==> src/rtl/tx_arb.sv <==
// tx_arb: two-source round-robin arbiter feeding a single-word holding
// register towards the UART controller.
//
// Parameter
//   BURST       max words granted to one source before re-arbitration (1..15)
// Ports
//   clk, rst_n  system clock (rising edge), asynchronous active-low reset
//   arb_en      1 = grants allowed; 0 = no new grant, pops stop
//   s0_*        source 0 show-ahead pop interface (softmax result stream)
//   s1_*        source 1 show-ahead pop interface (status/loopback stream)
//   tx_*        sink pop interface: tx_data = held word, tx_empty = !valid
//   grant       one-hot current grant (01 = s0, 10 = s1, 00 = none)
//   cnt0, cnt1  words forwarded per source
//
// Build option
//   TX_ARB_CNT_EN  when defined, cnt0/cnt1 count pops (wrapping 16-bit);
//                  otherwise they are tied to zero and no counters exist.
module tx_arb #(
    parameter int unsigned BURST = 4
) (
    input  logic        clk,
    input  logic        rst_n,
    input  logic        arb_en,
    input  logic [15:0] s0_data,
    input  logic        s0_empty,
    output logic        s0_en,
    input  logic [15:0] s1_data,
    input  logic        s1_empty,
    output logic        s1_en,
    output logic [15:0] tx_data,
    output logic        tx_empty,
    input  logic        tx_fifo_en,
    output logic [1:0]  grant,
    output logic [15:0] cnt0,
    output logic [15:0] cnt1
);

    typedef enum logic [1:0] {
        IDLE = 2'd0,
        G0   = 2'd1,
        G1   = 2'd2
    } state_e;

    localparam logic [3:0] BURST_C = 4'(BURST);

    state_e      state_q, state_d;
    logic [15:0] hold_q, hold_d;
    logic        valid_q, valid_d;
    logic [3:0]  bcnt_q, bcnt_d;
    logic        ptr_q, ptr_d;      // last served source: 0 = s0, 1 = s1

    logic consume, can_fill, pop0, pop1, pop;
    logic oth_empty, own_empty, burst_done;

    always_comb begin
        consume    = tx_fifo_en & valid_q;
        can_fill   = ~valid_q | consume;
        pop0       = (state_q == G0) & arb_en & ~s0_empty & can_fill;
        pop1       = (state_q == G1) & arb_en & ~s1_empty & can_fill;
        pop        = pop0 | pop1;
        own_empty  = (state_q == G1) ? s1_empty : s0_empty;
        oth_empty  = (state_q == G1) ? s0_empty : s1_empty;
        // The burst limit is decided on the edge of the last pop so the
        // hand-over to the other source costs no idle cycle.
        burst_done = pop & ((bcnt_q + 4'd1) == BURST_C);
    end

    always_comb begin
        state_d = state_q;
        hold_d  = hold_q;
        valid_d = valid_q;
        bcnt_d  = bcnt_q;
        ptr_d   = ptr_q;

        if (pop0) begin
            hold_d  = s0_data;
            valid_d = 1'b1;
        end else if (pop1) begin
            hold_d  = s1_data;
            valid_d = 1'b1;
        end else if (consume) begin
            valid_d = 1'b0;
        end

        unique case (state_q)
            IDLE: begin
                if (arb_en) begin
                    if (!s0_empty && (s1_empty || ptr_q)) begin
                        state_d = G0;
                        bcnt_d  = '0;
                        ptr_d   = 1'b0;
                    end else if (!s1_empty) begin
                        state_d = G1;
                        bcnt_d  = '0;
                        ptr_d   = 1'b1;
                    end
                end
            end
            G0, G1: begin
                if (!arb_en) begin
                    state_d = IDLE;
                end else if (burst_done) begin
                    bcnt_d = '0;
                    if (!oth_empty) begin
                        state_d = (state_q == G0) ? G1 : G0;
                        ptr_d   = (state_q == G0);
                    end
                end else if (pop) begin
                    bcnt_d = bcnt_q + 4'd1;
                end else if (own_empty) begin
                    state_d = IDLE;
                end
            end
            default: state_d = IDLE;
        endcase
    end

    always_ff @(posedge clk or negedge rst_n) begin
        if (!rst_n) begin
            state_q <= IDLE;
            hold_q  <= '0;
            valid_q <= 1'b0;
            bcnt_q  <= '0;
            ptr_q   <= 1'b1;
        end else begin
            state_q <= state_d;
            hold_q  <= hold_d;
            valid_q <= valid_d;
            bcnt_q  <= bcnt_d;
            ptr_q   <= ptr_d;
        end
    end

    always_comb begin
        grant = 2'b00;
        unique case (state_q)
            G0:      grant = 2'b01;
            G1:      grant = 2'b10;
            default: grant = 2'b00;
        endcase
    end

    assign s0_en    = pop0;
    assign s1_en    = pop1;
    assign tx_data  = hold_q;
    assign tx_empty = ~valid_q;

`ifdef TX_ARB_CNT_EN
    logic [15:0] cnt0_q, cnt1_q;

    always_ff @(posedge clk or negedge rst_n) begin
        if (!rst_n) begin
            cnt0_q <= '0;
            cnt1_q <= '0;
        end else begin
            if (pop0) cnt0_q <= cnt0_q + 16'd1;
            if (pop1) cnt1_q <= cnt1_q + 16'd1;
        end
    end

    assign cnt0 = cnt0_q;
    assign cnt1 = cnt1_q;
`else
    assign cnt0 = '0;
    assign cnt1 = '0;
`endif

endmodule

==> config.mk <==
export PLATFORM = sky130hd
export DESIGN_NAME = tx_arb
export DESIGN_NICKNAME = d
export VERILOG_FILES = /design/src/rtl/tx_arb.sv
export SDC_FILE = /design/constraint.sdc
export NUM_CORES = 1
export LEC_CHECK = 0
export ABC_AREA = 1
export BUFFER_PORTS_ARGS = -buffer_cell sky130_fd_sc_hd__buf_2
export CORE_AREA = 5 5 70 72
export DETAILED_ROUTE_END_ITERATION = 16
export DIE_AREA = 0 0 75 77
export GPL_TIMING_DRIVEN = 1
export PLACE_DENSITY_LB_ADDON = 0.12
export SYNTH_ARGS = -nofsm -noshare
export SYNTH_HDL_FRONTEND = slang
export SYNTH_SLANG_ARGS = --single-unit
==> constraint.sdc <==
create_clock -name clk -period 1.8 [get_ports clk]
set_input_delay 0.18 -clock clk [delete_from_list [all_inputs] [get_ports clk]]
set_output_delay 0.18 -clock clk [all_outputs]
set_load 0.03 [all_outputs]
After elaboration in Yosys (flattened, before gate mapping)

Cells that the tools add are included.

Reductions and logical operators: 11
Multiplexer cells: 32
Bitwise operators: 13
$add $sub $neg: 1
Equal/unequal tests: 12

Operators with widths:

| operator                                      | number |
|---|---|
| 2-to-1 mux 16 bit                             | 2 |
| 2-to-1 mux 4 bit                              | 6 |
| 2-to-1 mux 2 bit                              | 9 |
| inequality test 4 bit, second input constant  | 3 |
| 2-to-1 mux 1 bit                              | 11 |
| AND reduction 5 bit                           | 2 |
| AND 1 bit                                     | 8 |
| inequality test 2 bit, second input constant  | 4 |
| case mux 2 bit (2 select lines)               | 2 |
| case mux 4 bit (2 select lines)               | 1 |
| inequality test 3 bit, second input constant  | 2 |
| AND reduction 6 bit                           | 1 |
| adder 4 x 1 -> 4 bit, second input constant   | 1 |
| == test 4 x 3 -> 1 bit, second input constant | 1 |
| nonzero test 2 bit                            | 2 |
| NOT 1 bit                                     | 3 |
| nonzero test 3 bit                            | 1 |
| == test 2 x 1 -> 1 bit, second input constant | 1 |
| == test 2 bit, second input constant          | 1 |
| zero test 2 bit                               | 1 |
| bitwise OR 1 bit                              | 2 |
| case mux 1 bit (2 select lines)               | 1 |
| OR reduction 2 bit                            | 1 |
| logical AND 1 bit                             | 1 |
| 2 further kinds                               | 2 |

Flip-flop bits (word level): 24
Word-level logic and storage cells: 74
Input bits: 38
Output and inout port bits: 53

Longest topological paths before layout

Gate-level depths: netlist of the first run.

Depth in word-level cells: 9
Mapped depth: 12
Mapped depth without buffers: 12

Worst setup path after synthesis of the first run

OpenSTA, ideal clock, no wires.

Path kind: register to register
Start: reg state_q[0]
End: reg state_q[0]
Library setup time: 0.065 ns
Buffers on the path: 1
Clock period less this slack: 1.657 ns
Data required time: 1.735 ns
Stages on the path, launching flop included: 11
Data arrival time: 1.592 ns
Path slack: 0.143 ns
Cells stage by stage: dfrtp_1 inv_1 ha_1 buf_2 inv_2 or2_2 nor2_1 nand4_1 a21oi_1 nand2_1 nand2_1

Cells in the longest elaborated chain, start to end: 9
Elaborated cells between the ends (all ways): 25
Those cells by class: 7 x eq/ne; 7 x mux; 8 x bitwise; 3 x reduce/logical

RTL lines:

| item                                                    | line   | text |
|---|---|---|
| start: declaration                                      | 46     | `state_e state_q, state_d;` |
| start signal: assignment                                | 126    | `state_q <= state_d;` |
| == test 2 x 1 -> 1 bit or == test 2 bit (tied branches) | -      |  |
| AND 1 bit, on equally long branches (3 in series)       | 58, 59 |  |
| bitwise OR 1 bit                                        | 60     | `pop = pop0 \| pop1;` |
| AND 1 bit                                               | 65     | `burst_done = pop & ((bcnt_q + 4'd1) == BURST_C);` |
| 2-to-1 mux 2 bit                                        | 102    | `end else if (burst_done) begin` |
| 2-to-1 mux 2 bit                                        | 100    | `if (!arb_en) begin` |
| case mux 2 bit (2 select lines)                         | 85     | `unique case (state_q)` |

Parallel ways exist; a longest one is shown, timed or not. The select of a mux whose other input is x is not followed.
A chain may end at the register's enable or synchronous reset.

Worst setup path after layout of the first run

Start: reg state_q[0]
End: out s1_en

Cells in the longest elaborated chain, start to end: 4

RTL lines:

| item                    | line | text |
|---|---|---|
| == test 2 bit           | 59   | `pop1 = (state_q == G1) & arb_en & ~s1_empty & can_fill;` |
| AND 1 bit (3 in series) | 59   |  |
| end: declaration        | 29   | `output logic s1_en,` |

No other way between the ends.

==> results of run 1 <==
==> routing by layer <==
layer / up-vias / track usage / routed length [um]
met5: - / 0 / 0
met4: 0 / 0.0374 / 15
met3: 2 / 0.0209 / 292
met2: 51 / 0.207 / 1880
met1: 654 / 0.189 / 1850
li1: 765 / - / -
==> path summary, 6_finish.rpt <==
kind	end	from	slack [ns]
min in group asynchronous	tx_data[10]$_DFFE_PN0N_	rst_n	0.44
worst min-delay path	tx_data[11]$_DFFE_PN0N_	s0_data[11]	0.14
worst min register to register	ptr_q$_DFFE_PN1P_	ptr_q$_DFFE_PN1P_	0.48
max in group asynchronous	state_q[1]$_DFFE_PN0P_	rst_n	0.95
worst max-delay path	s1_en	state_q[0]$_DFFE_PN0P_	0.10
worst max register to register	state_q[0]$_DFFE_PN0P_	state_q[1]$_DFFE_PN0P_	0.11
==> cell usage in the layout (no fill, tap or decap), types with 4 or more instances in the layout <==
cell,Yosys,routed
sky130_fd_sc_hd__nor2_2,2,4
sky130_fd_sc_hd__buf_2,1,56
sky130_fd_sc_hd__o21ai_0,22,22
sky130_fd_sc_hd__ha_1,7,4
sky130_fd_sc_hd__dfrtp_1,23,22
sky130_fd_sc_hd__inv_1,12,10
sky130_fd_sc_hd__conb_1,1,32
sky130_fd_sc_hd__buf_4,33,15
sky130_fd_sc_hd__nand2_1,41,40
sky130_fd_sc_hd__nand4_1,4,4
sky130_fd_sc_hd__a21oi_1,18,18
sky130_fd_sc_hd__nor2_1,25,23
==> through the flow <==
stage	cell area [sq um]	worst slack, ns
2_1_floorplan	1740	0.143
3_3_place_gp	1870	-0.0342
3_5_place_dp	1870	-0.0114
4_1_cts	1970	0.00138
5_1_grt	2080	-0.0103
6_report	2080	0.102
==> cells in the mapped netlist (all sizes together) <==
library cell	n
or2	1
clkbuf	2
nand2	44
nand3	4
conb	1
o31ai	1
dfstp	1
o21ai	25
o22ai	1
and3	1
buf	36
nand4	4
o21bai	2
dfrtp	23
nand3b	1
nor2	27
a21oi	18
inv	14
ha	7
==> power by group through the flow <==
stage	Clock, uW	Combinational, uW	Sequential (uW)
global placement	0	1720	947
finish	479	1900	953
floorplan	0	930	1300
detailed placement	0	1720	943
global route	515	2080	982
CTS	495	1750	941
==> flip-flops by register name, indices dropped and copies added, names as in the netlist <==
register and cells:
ptr_q 1, state_q 2, valid_q 1, tx_data 16, bcnt_q 4
==> critical path, cell delays in order, from the launching register on <==
cell and delay [ns]:
sky130_fd_sc_hd__dfrtp_1 0.39, sky130_fd_sc_hd__inv_2 0.11, sky130_fd_sc_hd__ha_4 0.16, sky130_fd_sc_hd__nand2_1 0.07, sky130_fd_sc_hd__nor2_2 0.10, sky130_fd_sc_hd__nand2_2 0.09, sky130_fd_sc_hd__buf_8 0.14, sky130_fd_sc_hd__inv_1 0.06
sky130_fd_sc_hd__buf_6 0.12
==> area by class of cell <==
cell class,instances,area (sq um),area share
Tap cell,52,65.1,0.0312
Multi-Input combinational cell,168,856,0.411
Clock inverter,1,30.0,0.0144
Sequential cell,24,603,0.289
Inverter,14,60.1,0.0288
Timing Repair Buffer,74,429,0.206
Clock buffer,3,41.3,0.0198
==> kinds of logic (layout without fill, tap and decap cells) <==
| kind of cell | Yosys count | count (layout) |
|---|---|---|
| adders and majority gates | 7 | 7 |
| buffers and inverters | 52 | 92 |
| DFF | 24 | 24 |
| other | 1 | 32 |
| and+or+nand+nor | 82 | 82 |
| AOI/OAI and AO/OA | 47 | 47 |
==> what timing repair did <==
item	4_1_cts	5_1_grt
endpoints found under the setup margin	3	4
pin swaps	0	2
gates resized for setup	6	15
setup buffers	1	7
endpoints found under the hold margin	23	0
hold buffers	1	0
==> metrics.txt, run 1 <==
# TYPE chip_impl_metric gauge
chip_impl_info{name="outcome",value="finished clean"} 1
chip_impl_metric{name="total_leakage_power",unit="uW"} 0.00108
chip_impl_metric{name="drv_slew",unit=""} 0
chip_impl_metric{name="final-hold-violation-count",unit=""} 0
chip_impl_metric{name="critical_path.max_fanout",unit=""} 8
chip_impl_metric{name="postSynthRegisterBits",unit=""} 24
chip_impl_metric{name="fmax",unit="GHz"} 0.589
chip_impl_metric{name="initial_util",unit=""} 0.384
chip_impl_metric{name="clock_transition_at_the_registers_of_the_reported_paths",unit="ns"} 0.09
chip_impl_info{name="worstSetupPathType",value="flop to output port"} 1
chip_impl_metric{name="cts_buffer_depth",unit=""} 2
chip_impl_metric{name="initialDrtViolationCount",unit=""} 69
chip_impl_metric{name="layout-drive-gt1-share",unit=""} 0.342
chip_impl_metric{name="seq_area_frac_synth",unit=""} 0.370
chip_impl_metric{name="power_density",unit="nW/um^2"} 1600
chip_impl_metric{name="post_synth_xor_area_fraction",unit=""} 0
chip_impl_metric{name="yosys-mux-area-fraction",unit=""} 0
chip_impl_metric{name="globalRouteOverflowTotal",unit=""} 0
chip_impl_metric{name="vdd_drop_max",unit="mV"} 0.663
chip_impl_metric{name="first_global_vias",unit=""} 1316
chip_impl_metric{name="fp.coreArea",unit="sq um"} 4230
chip_impl_metric{name="yosysWarnings",unit=""} 0
chip_impl_metric{name="whs",unit="ns"} 0.139
chip_impl_metric{name="grt_pass1_wl",unit="mm"} 6.15
chip_impl_info{name="worst_setup_path_end_kind",value="output port"} 1
chip_impl_metric{name="filler_cell_count",unit=""} 418
chip_impl_metric{name="nNetsFinal",unit=""} 330
chip_impl_metric{name="power.share.combinational",unit=""} 0.570
chip_impl_metric{name="grt_start_max_net_pins",unit=""} 25
chip_impl_metric{name="p_sw",unit="uW"} 1580
chip_impl_metric{name="remaining_drc_errors",unit=""} 0
chip_impl_metric{name="synth-simple-area-share",unit=""} 0.218
chip_impl_metric{name="io_buffer_count",unit=""} 58
chip_impl_metric{name="synth-compound-area-share",unit=""} 0.150
chip_impl_metric{name="cts_buffers",unit=""} 3
chip_impl_info{name="hold_class",value="input port to flop"} 1
chip_impl_metric{name="fin_total_pwr",unit="uW"} 3330
chip_impl_metric{name="global_route.usage.total",unit=""} 0.134
chip_impl_metric{name="gp_congestion",unit=""} 0.821
chip_impl_metric{name="min_period",unit="ns"} 1.70
chip_impl_metric{name="timing.max_cap.violations",unit=""} 0
chip_impl_metric{name="post_synth.cell_area_avg",unit="sq um"} 7.64
chip_impl_metric{name="num_vias",unit=""} 1472
chip_impl_metric{name="worst_setup_skew_after_layout",unit="ns"} 0.00739
chip_impl_metric{name="floorplan.die.width",unit="um"} 75
chip_impl_metric{name="post-route-util",unit=""} 0.492
chip_impl_metric{name="placement_rows",unit=""} 24
chip_impl_metric{name="tritoncts_num_sinks",unit=""} 24
chip_impl_metric{name="postRouteAntennaNets",unit=""} 0
chip_impl_info{name="leading_post_synthesis_cells_by_cell_area",value="sky130_fd_sc_hd__dfrtp_1 35%, sky130_fd_sc_hd__buf_4 15%, sky130_fd_sc_hd__nand2_1 9.5%"} 1
chip_impl_info{name="netlist.top_cell.by_area",value="sky130_fd_sc_hd__dfrtp_1"} 1
chip_impl_metric{name="intPower",unit="uW"} 1750
chip_impl_metric{name="htree_num_levels",unit=""} 1
chip_impl_metric{name="fin_tns_setup",unit="ns"} 0
chip_impl_metric{name="worst-endpoint-required",unit="ns"} 1.62
chip_impl_info{name="clock-root-buffer",value="sky130_fd_sc_hd__clkbuf_8"} 1
chip_impl_metric{name="crit_arrival",unit="ns"} 1.52
chip_impl_metric{name="syn-instance-count",unit=""} 213
chip_impl_info{name="synth_top_family_by_area",value="simple AND/OR/NAND/NOR gates"} 1
chip_impl_metric{name="clock_latency",unit="ns"} 0.27
chip_impl_metric{name="die-area",unit="sq um"} 5780
chip_impl_metric{name="numPlacedInstances",unit=""} 323
chip_impl_metric{name="layout_worst_path_cycle_share",unit=""} 0.943
chip_impl_metric{name="post-dp-hpwl",unit="mm"} 3.02
chip_impl_metric{name="yosys.cell_types.count",unit=""} 27
chip_impl_metric{name="areaGrowthSynthToFinish",unit="%"} 28.2
chip_impl_info{name="critical_path_start_type",value="flop"} 1
chip_impl_metric{name="via_per_inst",unit=""} 4.38
chip_impl_metric{name="antenna_diodes",unit=""} 0
chip_impl_metric{name="post_synth_instance_area",unit="sq um"} 1630
chip_impl_metric{name="layoutNonFillerInstCount",unit=""} 336
chip_impl_metric{name="antenna_found_initial",unit=""} 0
chip_impl_metric{name="synth_top_cell_area_share",unit=""} 0.354
chip_impl_metric{name="hold_path_depth",unit=""} 3
chip_impl_metric{name="seq_power_share",unit=""} 0.286
chip_impl_metric{name="route.final.wire_length",unit="mm"} 4.04
chip_impl_metric{name="dieHeight",unit="um"} 77
chip_impl_metric{name="synth_adder_area_share",unit=""} 0.0538
chip_impl_metric{name="power_frac_clock",unit=""} 0.144
chip_impl_metric{name="maxSlewHeadroom",unit=""} 0.624
chip_impl_metric{name="first_pass_iters",unit=""} 4
chip_impl_metric{name="number_of_setup_violations_in_the_final_report",unit=""} 0
chip_impl_metric{name="p_sw_frac",unit=""} 0.474
chip_impl_info{name="clock_tree_from_tritoncts",value="done"} 1
chip_impl_metric{name="slew_of_the_pin_with_the_lowest_slew_margin",unit="ns"} 0.563
chip_impl_metric{name="num_io_pins",unit=""} 91
chip_impl_metric{name="post_drt_wl_per_cell",unit="um"} 12.0
chip_impl_metric{name="reg2regPathDepth",unit=""} 9
(Power assumes the default switching activity.)
==> run 2: changes to the inputs <==
CORE_AREA = 5 5 69 71   (was 5 5 70 72)
CTS_BUF_LIST = sky130_fd_sc_hd__clkbuf_4 sky130_fd_sc_hd__clkbuf_8   (was not set)
DIE_AREA = 0 0 74 76   (was 0 0 75 77)
==> run 2 against run 1 <==
  * Register-to-register slack lost 0.03 ns
  * Die area shrank 2.6%
  * Non-clock buffer count shrank 3
  * Maximum frequency shrank 1.3%
  * Worst setup slack lost 0.023 ns
  * Final area is essentially flat
  * Count of clock-buffer cells in the layout is the same
  * Critical endpoint unchanged
  * First-iteration DRC count grew 22%
  * Wire length grew 1.9%
  * Global-route usage grew 0.68 points
==> metrics.txt, run 2 (synthesis results as in run 1) <==
# TYPE chip_impl_metric gauge
chip_impl_metric{name="timing.max_cap.violations",unit=""} 0
chip_impl_info{name="worstSetupPathType",value="flop to output port"} 1
chip_impl_metric{name="maxSlewHeadroom",unit=""} 0.640
chip_impl_info{name="outcome",value="finished clean"} 1
chip_impl_metric{name="post-route-util",unit=""} 0.499
chip_impl_metric{name="worst_setup_skew_after_layout",unit="ns"} 0.00541
chip_impl_metric{name="dieHeight",unit="um"} 76
chip_impl_metric{name="clock_transition_at_the_registers_of_the_reported_paths",unit="ns"} 0.09
chip_impl_metric{name="initial_util",unit=""} 0.390
chip_impl_info{name="critical_path_start_type",value="flop"} 1
chip_impl_metric{name="crit_arrival",unit="ns"} 1.54
chip_impl_metric{name="min_period",unit="ns"} 1.72
chip_impl_metric{name="placement_rows",unit=""} 24
chip_impl_metric{name="die-area",unit="sq um"} 5620
chip_impl_info{name="critical-path-slowest-cell",value="sky130_fd_sc_hd__dfrtp_2"} 1
chip_impl_metric{name="htree_num_levels",unit=""} 1
chip_impl_info{name="cp_cell_sequence",value="ha_4 > nand2_1 > nor2_2 > nand2_2 > buf_6 > inv_1 > buf_4"} 1
chip_impl_metric{name="power_density",unit="nW/um^2"} 1610
chip_impl_metric{name="layout-drive-gt1-share",unit=""} 0.356
chip_impl_info{name="cp_top_family",value="flip-flops"} 1
chip_impl_metric{name="first_global_vias",unit=""} 1405
chip_impl_metric{name="clock_latency",unit="ns"} 0.28
chip_impl_metric{name="post_drt_wl_per_cell",unit="um"} 12.4
chip_impl_info{name="final_cell_mix",value="56 x sky130_fd_sc_hd__buf_2, 38 x sky130_fd_sc_hd__nand2_1, 32 x sky130_fd_sc_hd__conb_1"} 1
chip_impl_metric{name="io_buffer_count",unit=""} 58
chip_impl_metric{name="antenna_diodes",unit=""} 0
chip_impl_metric{name="critical-path-max-stage-delay",unit="ns"} 0.47
chip_impl_metric{name="final-hold-violation-count",unit=""} 0
chip_impl_metric{name="layoutNonFillerInstCount",unit=""} 333
chip_impl_info{name="layout.cells.most_common",value="sky130_fd_sc_hd__buf_2"} 1
chip_impl_metric{name="remaining_drc_errors",unit=""} 0
chip_impl_metric{name="initialDrtViolationCount",unit=""} 84
chip_impl_metric{name="tritoncts_num_sinks",unit=""} 24
chip_impl_metric{name="via_per_inst",unit=""} 4.65
chip_impl_metric{name="nNetsFinal",unit=""} 327
chip_impl_metric{name="layout_worst_path_cycle_share",unit=""} 0.956
chip_impl_metric{name="grt_start_max_net_pins",unit=""} 25
chip_impl_metric{name="worst-endpoint-required",unit="ns"} 1.62
chip_impl_metric{name="drv_slew",unit=""} 0
chip_impl_metric{name="antenna_found_initial",unit=""} 0
chip_impl_metric{name="combined_buffer_and_inverter_count_along_the_critical_path",unit=""} 3
chip_impl_metric{name="global_route.usage.total",unit=""} 0.140
chip_impl_metric{name="total_leakage_power",unit="uW"} 0.00106
chip_impl_metric{name="num_vias",unit=""} 1548
chip_impl_metric{name="number_of_setup_violations_in_the_final_report",unit=""} 0
chip_impl_metric{name="num_io_pins",unit=""} 91
chip_impl_metric{name="fp.coreArea",unit="sq um"} 4170
chip_impl_metric{name="cts_buffer_depth",unit=""} 2
chip_impl_metric{name="largest_register_ffs",unit=""} 16
chip_impl_metric{name="floorplan.die.width",unit="um"} 74
chip_impl_metric{name="globalRouteOverflowTotal",unit=""} 0
chip_impl_metric{name="gp_congestion",unit=""} 0.889
chip_impl_metric{name="post-dp-hpwl",unit="mm"} 3.05
chip_impl_metric{name="first_pass_iters",unit=""} 4
chip_impl_metric{name="numPlacedInstances",unit=""} 323
chip_impl_info{name="clock-root-buffer",value="sky130_fd_sc_hd__clkbuf_8"} 1
chip_impl_info{name="worst_setup_path_end_kind",value="output port"} 1
chip_impl_metric{name="vdd_drop_max",unit="mV"} 0.571
chip_impl_metric{name="route.final.wire_length",unit="mm"} 4.12
chip_impl_info{name="hold_class",value="input port to flop"} 1
chip_impl_metric{name="fin_tns_setup",unit="ns"} 0
chip_impl_metric{name="grt_pass1_wl",unit="mm"} 6.24
chip_impl_metric{name="fmax",unit="GHz"} 0.581
chip_impl_metric{name="critical_path.max_fanout",unit=""} 16
chip_impl_info{name="clock_tree_from_tritoncts",value="done"} 1
chip_impl_metric{name="cts_buffers",unit=""} 3
chip_impl_metric{name="postRouteAntennaNets",unit=""} 0
chip_impl_metric{name="areaGrowthSynthToFinish",unit="%"} 28.1
chip_impl_metric{name="slew_of_the_pin_with_the_lowest_slew_margin",unit="ns"} 0.540
chip_impl_metric{name="whs",unit="ns"} 0.137
-- run 2: area by class of cell --
class	instances	area (sq um)
Fill cell	427	2090
Clock inverter	1	30.0
Multi-Input combinational cell	168	883
Tap cell	52	65.1
Sequential cell	24	603
Clock buffer	3	41.3
Inverter	14	57.6
Timing Repair Buffer	71	403
-- run 2: power breakdown --
group	total (uW)	internal (uW)	switching (uW)
clock network	488	298	190
registers	941	793	148
logic	1930	669	1270
-- run 2: metal layers --
| layer | GRT usage | share of wire | up-vias |
|---|---|---|---|
| met1 | 0.173 | 0.40 | 708 |
| li1 | - | - | 761 |
| met5 | 0 | 0 | - |
| met3 | 0.0198 | 0.085 | 9 |
| met4 | 0.0779 | 0.028 | 0 |
| met2 | 0.229 | 0.49 | 70 |
-- run 2: through the flow --
step / worst slack (ns) / total power, uW / instance area [sq um]
6_report: 0.0795 / 3360 / 2080
5_1_grt: -0.0396 / 3620 / 2080
4_1_cts: 0.00214 / 3200 / 1980
3_5_place_dp: 0.0891 / 2670 / 1870
3_3_place_gp: 0.0688 / 2670 / 1870
2_1_floorplan: 0.143 / 2230 / 1740
-- run 2: repair_timing --
action,in CTS,in global routing
gates resized for setup,5,20
pin swaps,0,4
hold buffers,1,0
endpoints found under the hold margin,23,0
setup buffers,3,2
endpoints found under the setup margin,2,10
-- run 2: tightest hold or removal path, stage by stage --
cell	delay [ns]
sky130_fd_sc_hd__buf_2	0.09
sky130_fd_sc_hd__nand2_1	0.05
sky130_fd_sc_hd__a21oi_1	0.06
-- run 2: final timing paths --
| path | to | start | slack, ns | depth (start not counted) |
|---|---|---|---|---|
| worst max-delay path | s1_en | state_q[1]$_DFFE_PN0P_ | 0.08 | 7 |
| worst min-delay path | tx_data[3]$_DFFE_PN0N_ | s0_data[3] | 0.14 | 3 |
| worst max register to register | state_q[0]$_DFFE_PN0P_ | state_q[0]$_DFFE_PN0P_ | 0.08 | 10 |
| worst min register to register | ptr_q$_DFFE_PN1P_ | ptr_q$_DFFE_PN1P_ | 0.47 | 2 |
| max in group asynchronous | state_q[1]$_DFFE_PN0P_ | rst_n | 1.00 | 2 |
| min in group asynchronous | tx_data[14]$_DFFE_PN0N_ | rst_n | 0.41 | 2 |
